File: src/rtl/uart_pkg.sv
`default_nettype none
// ============================================================================
// Module   : uart_pkg
// Purpose  : Shared types and constants for the UART receiver.
// Revision : 1.0 - initial release
// ============================================================================
package uart_pkg;

    localparam int DATA_WIDTH = 8;

    localparam logic PAR_EVEN = 1'b0;
    localparam logic PAR_ODD  = 1'b1;

    typedef enum logic [2:0] {
        ST_IDLE   = 3'd0,
        ST_START  = 3'd1,
        ST_DATA   = 3'd2,
        ST_PARITY = 3'd3,
        ST_STOP   = 3'd4
    } rx_state_t;

endpackage : uart_pkg
`default_nettype wire

File: src/rtl/uart_rx_sampler.sv
`default_nettype none
// ============================================================================
// Module   : uart_rx_sampler
// Purpose  : Per-bit edge counter and 3-point majority vote around mid-bit.
// Revision : 1.0 - initial release
// ============================================================================
module uart_rx_sampler
    import uart_pkg::*;
(
    input  logic       clk,
    input  logic       rst,
    input  logic       i_rx,
    input  logic       i_clear,
    input  logic [4:0] i_prescale,
    output logic       o_bit,
    output logic       o_bit_valid,
    output logic       o_bit_end
);

    logic [4:0] r_edge_cnt;
    logic [2:0] r_samples;
    logic [4:0] w_half;

    assign w_half      = i_prescale >> 1;
    assign o_bit_end   = (r_edge_cnt == i_prescale - 5'd1);
    assign o_bit_valid = (r_edge_cnt >= w_half + 5'd2);
    assign o_bit       = (r_samples[0] & r_samples[1]) |
                         (r_samples[0] & r_samples[2]) |
                         (r_samples[1] & r_samples[2]);

    // Counter is 5 bits wide, so even an illegal prescale wraps and never stalls.
    always_ff @(posedge clk) begin
        if (rst) begin
            r_edge_cnt <= 5'd0;
            r_samples  <= 3'b000;
        end else begin
            if (i_clear || o_bit_end)
                r_edge_cnt <= 5'd0;
            else
                r_edge_cnt <= r_edge_cnt + 5'd1;

            if (r_edge_cnt == w_half - 5'd1) r_samples[0] <= i_rx;
            if (r_edge_cnt == w_half)        r_samples[1] <= i_rx;
            if (r_edge_cnt == w_half + 5'd1) r_samples[2] <= i_rx;
        end
    end

endmodule : uart_rx_sampler
`default_nettype wire

File: src/rtl/uart_rx.sv
`default_nettype none
// ============================================================================
// Module   : uart_rx
// Purpose  : Oversampling UART receiver, 8N1 / 8E1 / 8O1, LSB first.
// Revision : 1.0 - initial release
// ============================================================================
module uart_rx
    import uart_pkg::*;
(
    input  logic                  CLK,
    input  logic                  RST,
    input  logic                  RX_IN,
    input  logic [4:0]            Prescale,
    input  logic                  PAR_EN,
    input  logic                  PAR_TYP,
    output logic [DATA_WIDTH-1:0] P_DATA,
    output logic                  data_valid
);

    localparam int CW = $clog2(DATA_WIDTH);

    rx_state_t             r_state, w_next;
    logic [4:0]            r_prescale;
    logic                  r_par_en;
    logic                  r_par_typ;
    logic [CW-1:0]         r_bit_cnt;
    logic [DATA_WIDTH-1:0] r_shift;
    logic [DATA_WIDTH-1:0] r_p_data;
    logic                  r_data_valid;
    logic                  r_par_err;
    logic                  r_stp_err;

    logic w_bit, w_bit_valid, w_bit_end;
    logic w_start_det, w_frame_ok, w_par_exp;

    uart_rx_sampler u_sampler (
        .clk         (CLK),
        .rst         (RST),
        .i_rx        (RX_IN),
        .i_clear     (r_state == ST_IDLE),
        .i_prescale  (r_prescale),
        .o_bit       (w_bit),
        .o_bit_valid (w_bit_valid),
        .o_bit_end   (w_bit_end)
    );

    assign w_par_exp  = (r_par_typ == PAR_ODD) ? ~^r_shift : ^r_shift;
    assign P_DATA     = r_p_data;
    assign data_valid = r_data_valid;

    always_ff @(posedge CLK) begin
        if (RST) r_state <= ST_IDLE;
        else     r_state <= w_next;
    end

    always_comb begin
        w_next      = r_state;
        w_start_det = 1'b0;
        w_frame_ok  = 1'b0;
        case (r_state)
            ST_IDLE: begin
                if (!RX_IN) begin
                    w_next      = ST_START;
                    w_start_det = 1'b1;
                end
            end
            ST_START: begin
                if (w_bit_end) w_next = w_bit ? ST_IDLE : ST_DATA;
            end
            ST_DATA: begin
                if (w_bit_end && (r_bit_cnt == CW'(DATA_WIDTH - 1)))
                    w_next = r_par_en ? ST_PARITY : ST_STOP;
            end
            ST_PARITY: begin
                if (w_bit_end) w_next = ST_STOP;
            end
            ST_STOP: begin
                if (w_bit_end) begin
                    // Include a low stop sample seen on this very cycle.
                    w_frame_ok = !r_par_err && !r_stp_err && !(w_bit_valid && !w_bit);
                    if (!RX_IN) begin
                        w_next      = ST_START;
                        w_start_det = 1'b1;
                    end else begin
                        w_next = ST_IDLE;
                    end
                end
            end
            default: w_next = ST_IDLE;
        endcase
    end

    always_ff @(posedge CLK) begin
        if (RST) begin
            r_prescale   <= 5'd0;
            r_par_en     <= 1'b0;
            r_par_typ    <= PAR_EVEN;
            r_bit_cnt    <= '0;
            r_shift      <= '0;
            r_p_data     <= '0;
            r_data_valid <= 1'b0;
            r_par_err    <= 1'b0;
            r_stp_err    <= 1'b0;
        end else begin
            r_data_valid <= 1'b0;
            if (r_state == ST_DATA && w_bit_end) begin
                r_shift   <= {w_bit, r_shift[DATA_WIDTH-1:1]};
                r_bit_cnt <= r_bit_cnt + 1'b1;
            end
            if (r_state == ST_PARITY && w_bit_valid && (w_bit != w_par_exp))
                r_par_err <= 1'b1;
            if (r_state == ST_STOP && w_bit_valid && !w_bit)
                r_stp_err <= 1'b1;
            if (w_frame_ok) begin
                r_p_data     <= r_shift;
                r_data_valid <= 1'b1;
            end
            // A new start wins over any flag set on the same edge.
            if (w_start_det) begin
                r_prescale <= Prescale;
                r_par_en   <= PAR_EN;
                r_par_typ  <= PAR_TYP;
                r_bit_cnt  <= '0;
                r_par_err  <= 1'b0;
                r_stp_err  <= 1'b0;
            end
        end
    end

endmodule : uart_rx
`default_nettype wire

File: config.mk
export PLATFORM = sky130hd
export DESIGN_NAME = uart_rx
export DESIGN_NICKNAME = d
export VERILOG_FILES = /design/src/rtl/uart_pkg.sv /design/src/rtl/uart_rx_sampler.sv /design/src/rtl/uart_rx.sv
export SDC_FILE = /design/constraint.sdc
export NUM_CORES = 1
export LEC_CHECK = 0
export ABC_AREA = 1
export CORE_MARGIN = 8
export CORE_UTILIZATION = 45
export DETAILED_ROUTE_END_ITERATION = 8
export MAX_ROUTING_LAYER = met4
export PLACE_DENSITY = 0.72
export SLEW_MARGIN = 40
export SYNTH_ARGS = -nofsm -noshare
export SYNTH_HDL_FRONTEND = slang
export SYNTH_HIERARCHICAL = 1
export SYNTH_SLANG_ARGS = --single-unit
File: constraint.sdc
create_clock -name CLK -period 2.6 [get_ports CLK]
set_input_delay 0.52 -clock CLK [delete_from_list [all_inputs] [get_ports CLK]]
set_output_delay 0.52 -clock CLK [all_outputs]
set_load 0.01 [all_outputs]
Word-level counts from Yosys, hierarchy flattened
Index checks and enable logic that the tools add are counted.
Word-level totals
  bits in registers: 40
  logic and storage cells: 77
Cells by class
  bitwise operators: 5
  reductions and logical operators: 20
  order comparisons: 1
  muxes and demuxes: 16
  equality and inequality tests: 15
  $add $sub $neg: 6
Operator list (number)
  $mux 3: 6
  $eq 5x5->1: 3
  $pmux 3 s5: 1
  $logic_and 1x1->1: 9
  $reduce_xnor 8->1: 1
  $reduce_xor 8->1: 1
  $mux 1: 7
  $eq 3x2->1 const B: 2
  $eq 3x3->1 const B: 2
  $ne 2x1->1 const B: 3
  $add 4x1->5 const B: 1
  $add 4x2->5 const B: 1
  $add 5x1->5 const B: 1
  $eq 5x4->1: 1
  $ge 5x5->1: 1
  $reduce_and 5->1: 1
  $sub 4x1->5 const B: 1
  $sub 5x1->5 const B: 1
  $logic_not 1->1: 4
  $ne 2x2->1 const B: 2
  $reduce_or 2->1: 2
  $add 3x1->3 const B: 1
  $and 1x1->1: 3
  $eq 3x1->1 const B: 1
  6 further kinds: 7

Depth between registers and ports, before layout
Gate-level depths: netlist (run 1).
  depth after elaboration: 10
  mapped depth: 16
  mapped depth without buffers: 15

Hierarchy
Netlist (run 1), hierarchy kept.
By module, submodules not included
  uart_rx: cells an instance 190, area an instance 1515.2 µm², seq. area each 640.6 µm², times used 1
  uart_rx_sampler: cells an instance 154, area an instance 958.4 µm², seq. area each 160.2 µm², times used 1

Least setup slack after synthesis (run 1)
OpenSTA, ideal clock, no wires.
  kind: flip-flop to flip-flop
  start point: reg r_prescale[2]
  end point: reg r_p_data[0], in the netlist P_DATA[0]
  arrival time: 2.132 ns
  path slack: 0.402 ns
  stages on the path, launching flop included: 16
  period minus slack after synthesis: 2.198 ns
  library setup time: 0.066 ns
  path through: dfxtp_1 -> inv_1 -> ha_1 -> inv_1 -> ha_1 -> a21oi_1 -> o21a_1 -> o311ai_1 -> inv_1 -> nor2_1 -> nor3_2 -> nand3_4 -> clkinv_4 -> buf_12 -> o21ai_2 -> a21oi_2
On the way
  cells in the longest elaborated chain, start to end: 7
  elaborated cells between the ends (all ways): 9
  classes of those cells: add/sub: 2; order compare: 1; eq/ne: 1; mux: 2; reduce/logical: 3
RTL lines
  start: declaration: RTL line uart_rx.sv:23  | logic [4:0] r_prescale;
  start signal: assignment: RTL line uart_rx.sv:120  | r_prescale <= Prescale;
  $add 4x2->5: RTL line uart_rx_sampler.sv:26  | assign o_bit_valid = (r_edge_cnt >= w_half + 5'd2);
  $ge 5x5->1: RTL line uart_rx_sampler.sv:26
  via w_bit_valid: RTL line uart_rx.sv:33  | logic w_bit, w_bit_valid, w_bit_end;
  $logic_and 1x1->1: RTL line uart_rx.sv:80  | w_frame_ok = !r_par_err && !r_stp_err && !(w_bit_valid && !w_bit);
  $logic_not 1->1: RTL line uart_rx.sv:80
  $logic_and 1x1->1: RTL line uart_rx.sv:80
  $mux 1: RTL line uart_rx.sv:78  | if (w_bit_end) begin
  $mux 1: RTL line uart_rx.sv:60  | case (r_state)
  end signal: assignment: RTL line uart_rx.sv:115  | r_p_data <= r_shift;
  end: declaration: RTL line uart_rx.sv:28  | logic [DATA_WIDTH-1:0] r_p_data;
The timed path passes the listed nets, and every way through them passes these cells.
A chain may end at the register's enable or synchronous reset.

Final worst setup path (run 1)
  start point: reg r_prescale[2]
  end point: reg r_p_data[4], in the netlist P_DATA[4]
The elaborated chain is that of the path after synthesis.

==> metrics.yaml, run 1 <==
status:
  status: "finished clean"
worst_setup_path:
  startpoint: "r_prescale[2]"
  r2r_end: "P_DATA[4]"
  cp-start-kind: "register"
  cp_slowest_cell: "dfxtp_2"
  cpMostUsedCell: "inv_1"
  max_stage_delay_ns: 0.39
  crit_path_max_fanout: 14
  end_kind: "register"
  reg2reg_depth: 14
  cp.arrival_ns: 2.56
  required_ns: 2.83
  path_cells: "inv_1, ha_1, inv_1, ha_1, a21oi_1, o21a_1, o311ai_1, inv_1, nor2_1, nor3_2, nand3_4, clkinv_4, o21ai_0, a21oi_1"
  r2r_slack_ns: 0.27
  crit_type: "reg2reg"
  reg2reg_from: "r_prescale[2]"
timing:
  tightest_slew_ns: 0.4873
  post-route-period-util_pct: 89.74
  tns_ns: 0
  hold_viol: 0
  drv_slew: 0
  hold_ws_ns: 0.4686
  period_needed_ns: 2.333
  max_slew_margin_pct: 67.39
  setup_viol: 0
  rsz0062_at_grt: "false"
  max_freq_mhz: 428.6
  clock_skew_ns: 0.008986
worst_hold_path:
  hold_path_depth: 2
  whs_endpoint: "r_bit_cnt[1]"
  hold_start: "r_bit_cnt[1]"
  hold_path_class: "reg2reg"
yosys:
  ys_types: 38
  synth.area.mux_share_pct: 0
  yosysSeqAreaShare_pct: 32.37
  ys_ff_latch: 40
  ys_async_sr_fraction_pct: 0
  synth_xor_area_share_pct: 2.833
  syn_avg_cell_area_sq_um: 7.191
  synth_fa_ha_area_share_pct: 7.486
  syn_nets: 368
  synth_edf_count: 0
  synthTopCellsByCount: "79 x nand2_1, 40 x dfxtp_1, 38 x inv_1"
  ys_warn_count: 6
  synth_simple_gate_area_share_pct: 29.84
  yosysTopAreaCellShare_pct: 32.37
  synth_top_area_cell: "dfxtp_1"
  yosysMostFrequentCell: "nand2_1"
  yosys-top-cells-area: "dfxtp_1 32%, nand2_1 12%, ha_1 7.1%"
  netlist_instances: 344
  synth.cell_area_sq_mm: 0.002474
  yosys_most_used_dff: "dfxtp_1"
  synth-compound-area-share_pct: 15.38
  synth_top_family_by_area: "simple AND/OR/NAND/NOR gates"
finish:
  final_layout_size_suffix_gt1_share_pct: 16.03
  diodes: 0
  area_delta_synth_final_pct: 13.56
  final_nets: 391
  final_core_util_pct: 51.97
  fin_area_sq_mm: 0.002809
cts:
  cts_buffer_depth: 2
  cts_root_buf: "clkbuf_8"
  cts_sinks: 40
  cts_buffers: 5
  cts_hold_buf: 0
  h-tree-depth: 2
  cts_tree: "built"
  cts.clk_slew.worst_paths_ns: 0.08
  clkLatencyLatePin_ns: 0.29
routing:
  routedWlPerCell_microns: 11.68
  avgViaCountPerCell: 4.839
  dr.first_iter.drc_count: 84
  postRouteAntennaNets: 0
  vias: 2129
  drc: 0
  wl_microns: 5138
  dr.pass1.iters: 4
place:
  post_dp_cell_area_sq_mm: 0.002700
  place_congestion: 0.8636
  port_buffers: 18
  dp_hpwl_microns: 4041
floorplanning:
  initial_utilization_pct: 45.76
  core_area_sq_mm: 0.005405
  ioPinCount: 19
  die-area_sq_mm: 0.008125
  die_y_microns: 90.14
  rows: 27
  die_w_microns: 90.14
power_and_ir_drop:
  leakagePower_nw: 1.243
  power_mw: 2.320
  ir_drop_v: 0.0003364
  p_per_area_mw_per_mm2: 825.9
grt:
  grt_first_pass_wirelength_microns: 9390
  grt_max_degree: 19
  grt_pass1_vias: 2128
  overflow: 0
  grt_antenna_before_repair: 0
  grt_use_total_pct: 14.06
job:
  drv_cap: 0
## critical path, delay by kind of cell (launching register included)
kind	cells	cell delay [ns]
fa+ha+maj	2	0.58
compound gates	5	0.56
buf+inv	4	0.36
simple gates	3	0.38
flops	1	0.39
## registers in the layout, indices dropped and copies added, names as in the netlist
signal                count
P_DATA                    8
r_par_err                 1
u_sampler/r_samples       3
data_valid                1
r_stp_err                 1
r_par_en                  1
r_prescale                5
r_state                   3
r_bit_cnt                 3
u_sampler/r_edge_cnt      5
r_shift                   8
r_par_typ                 1
## how the worst max path moves through the flow
stage / depth (start not counted) / to / slack, ns
2_1_floorplan: 15 / P_DATA[0] / 0.40
3_3_place_gp: 14 / P_DATA[6] / 0.33
3_5_place_dp: 14 / P_DATA[4] / 0.20
4_1_cts: 14 / P_DATA[6] / 0.18
5_1_grt: 14 / P_DATA[6] / 0.03
6_report: 14 / P_DATA[4] / 0.27
## layout make-up
cell class                 instances  area, sq um
clock inverter                     2        35.03
multi-input combinational        243         1374
sequential                        40        802.0
clock buffer                       6        72.57
tap                               72        90.09
timing repair buffer              25        232.7
inverter                          52        202.7
fill                             529         2596
## kinds of logic (layout without fill, tap and decap cells)
kind of cell | count (synthesis) | count (layout)
compound gates | 63 | 63
flops | 40 | 40
simple gates | 157 | 157
xor+xnor | 8 | 8
fa+ha+maj | 15 | 15
buf+inv | 61 | 85
## metrics by stage
stage               cells  setup slack (ns)
global placement      432            0.3302
floorplan             344            0.4017
detailed placement    432            0.2041
finish                440            0.2668
global route          440           0.03407
CTS                   440            0.1819
## routing by layer
| layer | vias up | track usage, % | wire length [microns] |
|---|---|---|---|
| met1 | 948 | 16.17 | 2343 |
| met3 | 7 | 3.325 | 199 |
| met4 | 0 | 5.270 | 80 |
| li1 | 1147 | - | - |
| met2 | 27 | 23.25 | 2514 |
| met5 | - | - | 0 |
## where the power goes
part           switching, mW  leakage, nW  internal (mW)
Sequential            0.0851        0.325          0.696
Combinational          0.641        0.863          0.396
Clock                  0.217       0.0552          0.285
Total                  0.944         1.24           1.38
## cell usage in the layout, fill, tap and decap left out, types with 2 or more instances in the layout
cell	netlist	routed
a21oi_1	27	27
a21oi_2	6	6
buf_4	0	7
clkbuf_8	0	5
clkdlybuf4s50_1	0	18
dfxtp_1	40	39
ha_1	14	14
inv_1	38	38
inv_2	12	12
nand2_1	79	79
nand2_2	5	5
nand3_1	24	24
nand4_1	3	3
nor2_1	23	23
nor2_2	3	3
nor2_4	2	2
nor3_1	9	9
o21a_1	2	2
o21ai_0	17	17
o21ai_1	3	3
o21ai_2	6	6
xnor2_1	5	5
xor2_1	3	3
## repair_timing
| action | CTS | global route |
|---|---|---|
| gates resized for setup | 0 | 1 |
| buffers inserted | 0 | 0 |
| setup endpoints to repair | 0 | 4 |
Power figures use the tool's default switching activity.
==> run 2: changes to the inputs <==
--- a/config.mk
+++ b/config.mk
@@ -9,4 +9,5 @@
 export CORE_MARGIN = 8
 export CORE_UTILIZATION = 45
+export CTS_BUF_LIST = sky130_fd_sc_hd__clkbuf_16
 export DETAILED_ROUTE_END_ITERATION = 8
 export MAX_ROUTING_LAYER = met4
==> constraint.sdc (replaced) <==
create_clock -name CLK -period 2.6 [get_ports CLK]
set_input_delay 0.78 -clock CLK [delete_from_list [all_inputs] [get_ports CLK]]
set_output_delay 0.78 -clock CLK [all_outputs]
set_load 0.01 [all_outputs]
==> run 2 against run 1 <==
Critical path depth did not move. Largest cell class unchanged. Highest routed layer unchanged. Sequential share of layout area down 0.45 points. Power grew 7.8%. Die area did not move. Final cell count down 0.45%. Core utilization up 0.83 points.
==> metrics.yaml, run 2 (synthesis results as in run 1) <==
timing:
  period_needed_ns: 2.289  # -0.04451 ns
  rsz0062_at_grt: "false"
  max_slew_margin_pct: 66.92  # -0.47 points
  hold_viol: 0  # unchanged
  post-route-period-util_pct: 88.03  # -1.7 points
  max_freq_mhz: 436.9  # +1.9%
  drv_slew: 0  # unchanged
  hold_ws_ns: 0.4455  # -0.02311 ns
  tns_ns: 0  # unchanged
  clock_skew_ns: 0.008774  # -0.0002112 ns
  tightest_slew_ns: 0.4943  # +0.007035 ns
  postLayoutSetupSlackWorst_ns: 0.3113  # +0.04451 ns
  setup_viol: 0  # unchanged
place:
  preCtsSetupSlack_ns: 0.2207  # +0.01656 ns
  place_congestion: 0.8902  # +3.1%
  port_buffers: 18  # unchanged
  dp_hpwl_microns: 3993  # -1.2%
cts:
  post-cts-setup-buffer-count: 0  # unchanged
  cts_buffers: 5  # unchanged
  cts.clk_slew.worst_paths_ns: 0.06  # -0.02 ns
  cts_sinks: 40  # unchanged
  cts_tree: "built"
  cts-resized-gates: 0  # unchanged
  cts_buffer_depth: 2  # unchanged
  cts_hold_buf: 0  # unchanged
  cts_root_buf: "clkbuf_16"
  h-tree-depth: 2  # unchanged
  clkLatencyLatePin_ns: 0.28  # about the same
grt:
  grt_max_degree: 23  # +4
  grt_util_met2_pct: 22.88  # -0.37 points
  grt_use_total_pct: 13.64  # -0.42 points
  grt_pass1_vias: 2052  # -3.6%
  grt_use_met1_pct: 15.89  # -0.27 points
  busiest_layer: "met2"
  grt_first_pass_wirelength_microns: 9135  # -2.7%
  grt_antenna_before_repair: 0  # unchanged
  overflow: 0  # unchanged
  grt_util_met3_pct: 2.993  # -0.33 points
worst_setup_path:
  reg2reg_depth: 14  # unchanged
  cp.arrival_ns: 2.50  # -0.06 ns
  path_cells: "inv_1, ha_1, inv_1, ha_1, a21oi_1, o21a_1, o311ai_1, inv_1, nor2_1, nor3_2, nand3_4, clkinv_4, o21ai_0, a21oi_1"
  crit_path_max_fanout: 14  # unchanged
  r2r_slack_ns: 0.31  # +0.04 ns
  crit_type: "reg2reg"
  r2r_end: "P_DATA[6]"
  required_ns: 2.82  # about the same
  max_stage_delay_ns: 0.38  # about the same
  cp_slowest_cell: "dfxtp_2"
  cp-start-kind: "register"
  startpoint: "r_prescale[2]"
  reg2reg_from: "r_prescale[2]"
  cpMostUsedCell: "inv_1"
  endpoint: "P_DATA[6]"
  end_kind: "register"
finish:
  diodes: 0  # unchanged
  final_layout_size_suffix_gt1_share_pct: 15.85  # -0.19 points
  final_nets: 389  # -0.51%
  area_delta_synth_final_pct: 15.38
  final_common_cell: "nand2_1"
  final_core_util_pct: 52.80  # +0.83 points
  final_cell_mix: "79 x nand2_1, 39 x dfxtp_1, 38 x inv_1"
power_and_ir_drop:
  p_seq_share_pct: 31.0  # -2.7 points
  p_per_area_mw_per_mm2: 876.7  # +6.1%
  p_int_mw: 1.540  # +12%
  leakagePower_nw: 1.258  # +1.2%
  swShare_pct: 38.47  # -2.2 points
  p_comb_share_pct: 41.2  # -3.5 points
  power_mw: 2.502  # +7.8%
  switching_power_uw: 962.5  # +2.0%
  power_frac_clock_pct: 27.7  # +6.0 points
  ir_drop_v: 0.0004334  # +29%
routing:
  routedWlPerCell_microns: 11.63  # -0.36%
  avgViaCountPerCell: 4.856  # +0.36%
  dr.first_iter.drc_count: 71  # -15%
  wl_microns: 5096  # -0.82%
  drc: 0  # unchanged
  dr.pass1.iters: 4  # unchanged
  postRouteAntennaNets: 0  # unchanged
  vias: 2127  # -0.094%
floorplanning:
  die_y_microns: 90.14  # unchanged
  die-area_sq_mm: 0.008125  # unchanged
  rows: 27  # unchanged
  ioPinCount: 19  # unchanged
  die_w_microns: 90.14  # unchanged
  initial_utilization_pct: 45.76  # unchanged
  core_area_sq_mm: 0.005405  # unchanged
job:
  drv_cap: 0  # unchanged
worst_hold_path:
  hold_path_depth: 2  # unchanged
  hold_path_class: "reg2reg"
status:
  status: "finished clean"
==> run 2: cell type report <==
cell class	instances	area, sq um
Timing Repair Buffer	23	217.7
Multi-Input combinational cell	243	1374
Tap cell	72	90.09
Inverter	52	202.7
Clock inverter	3	42.54
Fill cell	532	2551
Clock buffer	5	125.1
Sequential cell	40	802.0
==> run 2: critical path, delay by kind of cell, from the launching register on <==
family / cells / cell delay [ns]
flip-flops: 1 / 0.38
AO/OA/AOI/OAI: 5 / 0.55
AND/OR/NAND/NOR: 3 / 0.38
buffers and inverters: 4 / 0.35
adder cells (fa/ha/maj): 2 / 0.57
==> run 2: worst min-delay path by stage <==
| stage | from | to |
|---|---|---|
| global route | r_prescale[4] | r_prescale[4] |
| detailed placement | r_prescale[4] | r_prescale[4] |
| finish | r_prescale[4] | r_prescale[4] |
| global placement | r_prescale[4] | r_prescale[4] |
| floorplan | r_prescale[4] | r_prescale[4] |
| CTS | r_prescale[4] | r_prescale[4] |
==> run 2: metrics by stage <==
step | area (sq um) | instances
after global placement | 2685 | 430
final | 2854 | 438
after detailed placement | 2685 | 430
after global routing | 2854 | 438
after floorplan | 2474 | 344
after CTS | 2853 | 438
==> run 2: power by group through the flow <==
stage                     combinational (mW)  clock (mW)  sequential [mW]
final                                   1.03       0.694            0.777
after global placement                  1.01           0            0.788
after global routing                    1.20       0.731            0.789
after detailed placement                1.03           0            0.790
after CTS                               1.04       0.707            0.776
after floorplan                        0.858           0            0.775
==> run 2: layer usage <==
| layer | part of all wire, % | wire length (microns) |
|---|---|---|
| met1 | 49 | 2472 |
| met3 | 2.3 | 119 |
| met5 | 0 | 0 |
| met2 | 48 | 2459 |
| met4 | 0.88 | 45 |
==> run 3: changes to the inputs <==
- clock period: 2.6 -> 2.46 ns (I/O delays scaled with it)
==> run 3 against run 2 <==
Power increased by 7.5%. Worst setup slack worse by 0.10 ns. Worst hold slack gained 0.023 ns. First-iteration DRC count rose by 48%. Combinational power increased by 11%. Cell area is 2.6% higher. Sequential share of layout area shrank 0.59 points. Global-route usage rose by 0.43 points. Largest cell class unchanged. Clock power rose by 4.2%. Sequential power rose by 6.9%. Non-clock buffer count up 4. Via count is 3.1% higher.
==> metrics.yaml, run 3 (synthesis results as in run 1) <==
finish:
  diodes: 0  # unchanged
  area_delta_synth_final_pct: 18.41
  final_nets: 393  # +1.0%
  final_layout_size_suffix_gt1_share_pct: 18.38  # +2.5 points
  final_core_util_pct: 54.19  # +1.4 points
  final_cell_mix: "79 x nand2_1, 38 x dfxtp_1, 36 x inv_1"
  final_common_cell: "nand2_1"
  finalNonFillerCells: 442  # +0.91%
  fin_area_sq_mm: 0.002929  # +2.6%
  nFillCells: 518  # -2.6%
power_and_ir_drop:
  ir_drop_v: 0.0003895  # -10%
  leakagePower_nw: 1.285  # +2.2%
  p_per_area_mw_per_mm2: 918.4  # +4.8%
  power_mw: 2.690  # +7.5%
place:
  port_buffers: 18  # unchanged
  post_dp_cell_area_sq_mm: 0.002713  # +1.0%
  placed_cells: 432  # +0.47%
  dp_hpwl_microns: 4138  # +3.6%
  place_congestion: 0.8826  # -0.85%
routing:
  avgViaCountPerCell: 4.964  # +2.2%
  drc: 0  # unchanged
  routedWlPerCell_microns: 12.17  # +4.6%
  dr.pass1.iters: 4  # unchanged
  dr.first_iter.drc_count: 105  # +48%
  wl_microns: 5379  # +5.6%
  vias: 2194  # +3.1%
  postRouteAntennaNets: 0  # unchanged
grt:
  busiest_layer: "met2"
  grt_max_degree: 23  # unchanged
  grt_antenna_before_repair: 0  # unchanged
  overflow: 0  # unchanged
  grt_use_met1_pct: 15.54  # -0.35 points
  grt_util_met2_pct: 24.79  # +1.9 points
  grt_util_met3_pct: 2.743  # -0.25 points
  grt_first_pass_wirelength_microns: 9425  # +3.2%
  grt_pass1_vias: 2108  # +2.7%
  grt_use_total_pct: 14.07  # +0.43 points
worst_setup_path:
  required_ns: 2.68  # -0.14 ns
  cp.arrival_ns: 2.47  # -0.03 ns
  crit_type: "reg2reg"
  max_stage_delay_ns: 0.36  # -0.02 ns
  cpMostUsedCell: "nor2_1"
  path_cells: "inv_2, ha_1, inv_2, ha_4, a21oi_2, o21a_1, o311ai_1, inv_1, nor2_1, nor3_2, nand3_4, inv_8, buf_6, nor2_1, nor2_1"
  cp-start-kind: "register"
  end_kind: "register"
  crit_path_max_fanout: 8  # -6
  crit_family: "simple AND/OR/NAND/NOR gates"
  cp.buffers_inverters: 5  # +1
  cp_slowest_cell: "dfxtp_4"
timing:
  drv_slew: 0  # unchanged
  period_needed_ns: 2.251  # -0.03721 ns
  tns_ns: 0  # unchanged
  tightest_slew_ns: 0.4806  # -0.01378 ns
  hold_viol: 0  # unchanged
  post-route-period-util_pct: 91.52  # +3.5 points
  max_slew_margin_pct: 67.84  # +0.92 points
  max_freq_mhz: 444.2  # +1.7%
  setup_viol: 0  # unchanged
  clock_skew_ns: 0.005431  # -0.003343 ns
floorplanning:
  die-area_sq_mm: 0.008125  # unchanged
  die_w_microns: 90.14  # unchanged
  die_y_microns: 90.14  # unchanged
  ioPinCount: 19  # unchanged
  core_area_sq_mm: 0.005405  # unchanged
  initial_utilization_pct: 45.76  # unchanged
  rows: 27  # unchanged
cts:
  cts.clk_slew.worst_paths_ns: 0.06  # about the same
  clkLatencyLatePin_ns: 0.28  # about the same
  cts_buffer_depth: 2  # unchanged
  cts_buffers: 5  # unchanged
  cts_sinks: 40  # unchanged
  h-tree-depth: 2  # unchanged
  cts_root_buf: "clkbuf_16"
  cts_hold_buf: 0  # unchanged
  cts_tree: "built"
job:
  drv_cap: 0  # unchanged
status:
  status: "finished clean"
worst_hold_path:
  hold_path_class: "reg2reg"
-- run 3: changes by cell type in the layout (fill, tap and decap cells not counted), moves of 2 or more --
cell / change
buf_6: +2
ha_1: -2
inv_1: -2
inv_2: +2
-- run 3: path summary, 6_finish.rpt --
| path | from | to | slack, ns | cells past startpoint |
|---|---|---|---|---|
| max | r_prescale[2] | P_DATA[1] | 0.21 | 15 |
| min | r_par_err | r_par_err | 0.47 | 2 |
| max reg2reg | r_prescale[2] | P_DATA[1] | 0.21 | 15 |
| min reg2reg | r_par_err | r_par_err | 0.47 | 2 |
-- run 3: routing by layer --
layer / share of wire (%) / up-vias / wire [microns]
met4: 1.1 / 0 / 59
met2: 51 / 36 / 2759
met3: 2.5 / 6 / 137
li1: - / 1154 / -
met1: 45 / 998 / 2421
met5: 0 / - / 0
-- run 3: final cells by class --
type                            count  area (sq um)  area share, %
Tap cell                           72         90.09          3.076
Timing Repair Buffer               27         267.8          9.141
Clock inverter                      3         42.54          1.452
Inverter                           52         205.2          7.006
Clock buffer                        5         125.1          4.272
Sequential cell                    40         805.8          27.51
Multi-Input combinational cell    243          1393          47.54
-- run 3: where the power goes --
group	internal, mW	switching [mW]	total, mW	leakage [nW]
clock	0.476	0.247	0.723	0.0798
combinational	0.441	0.695	1.14	0.880
sequential	0.739	0.0918	0.831	0.326
-- run 3: worst min-delay path: stages, from the launching register on --
cell     delay [ns]
dfxtp_1        0.32
inv_1          0.05
a21oi_1        0.05
-- run 3: repair_timing --
action	in CTS	in global routing
setup endpoints to repair	0	8
buffers inserted	0	2
resized for setup	0	13
-- run 3: stage by stage --
stage	setup slack (ns)	hold WS, ns
after global placement	0.2820	0.4498
after detailed placement	0.1615	0.4563
after global routing	-0.00009082	0.4847
final	0.2085	0.4683
after CTS	0.1604	0.4651
after floorplan	0.2617	0.4363
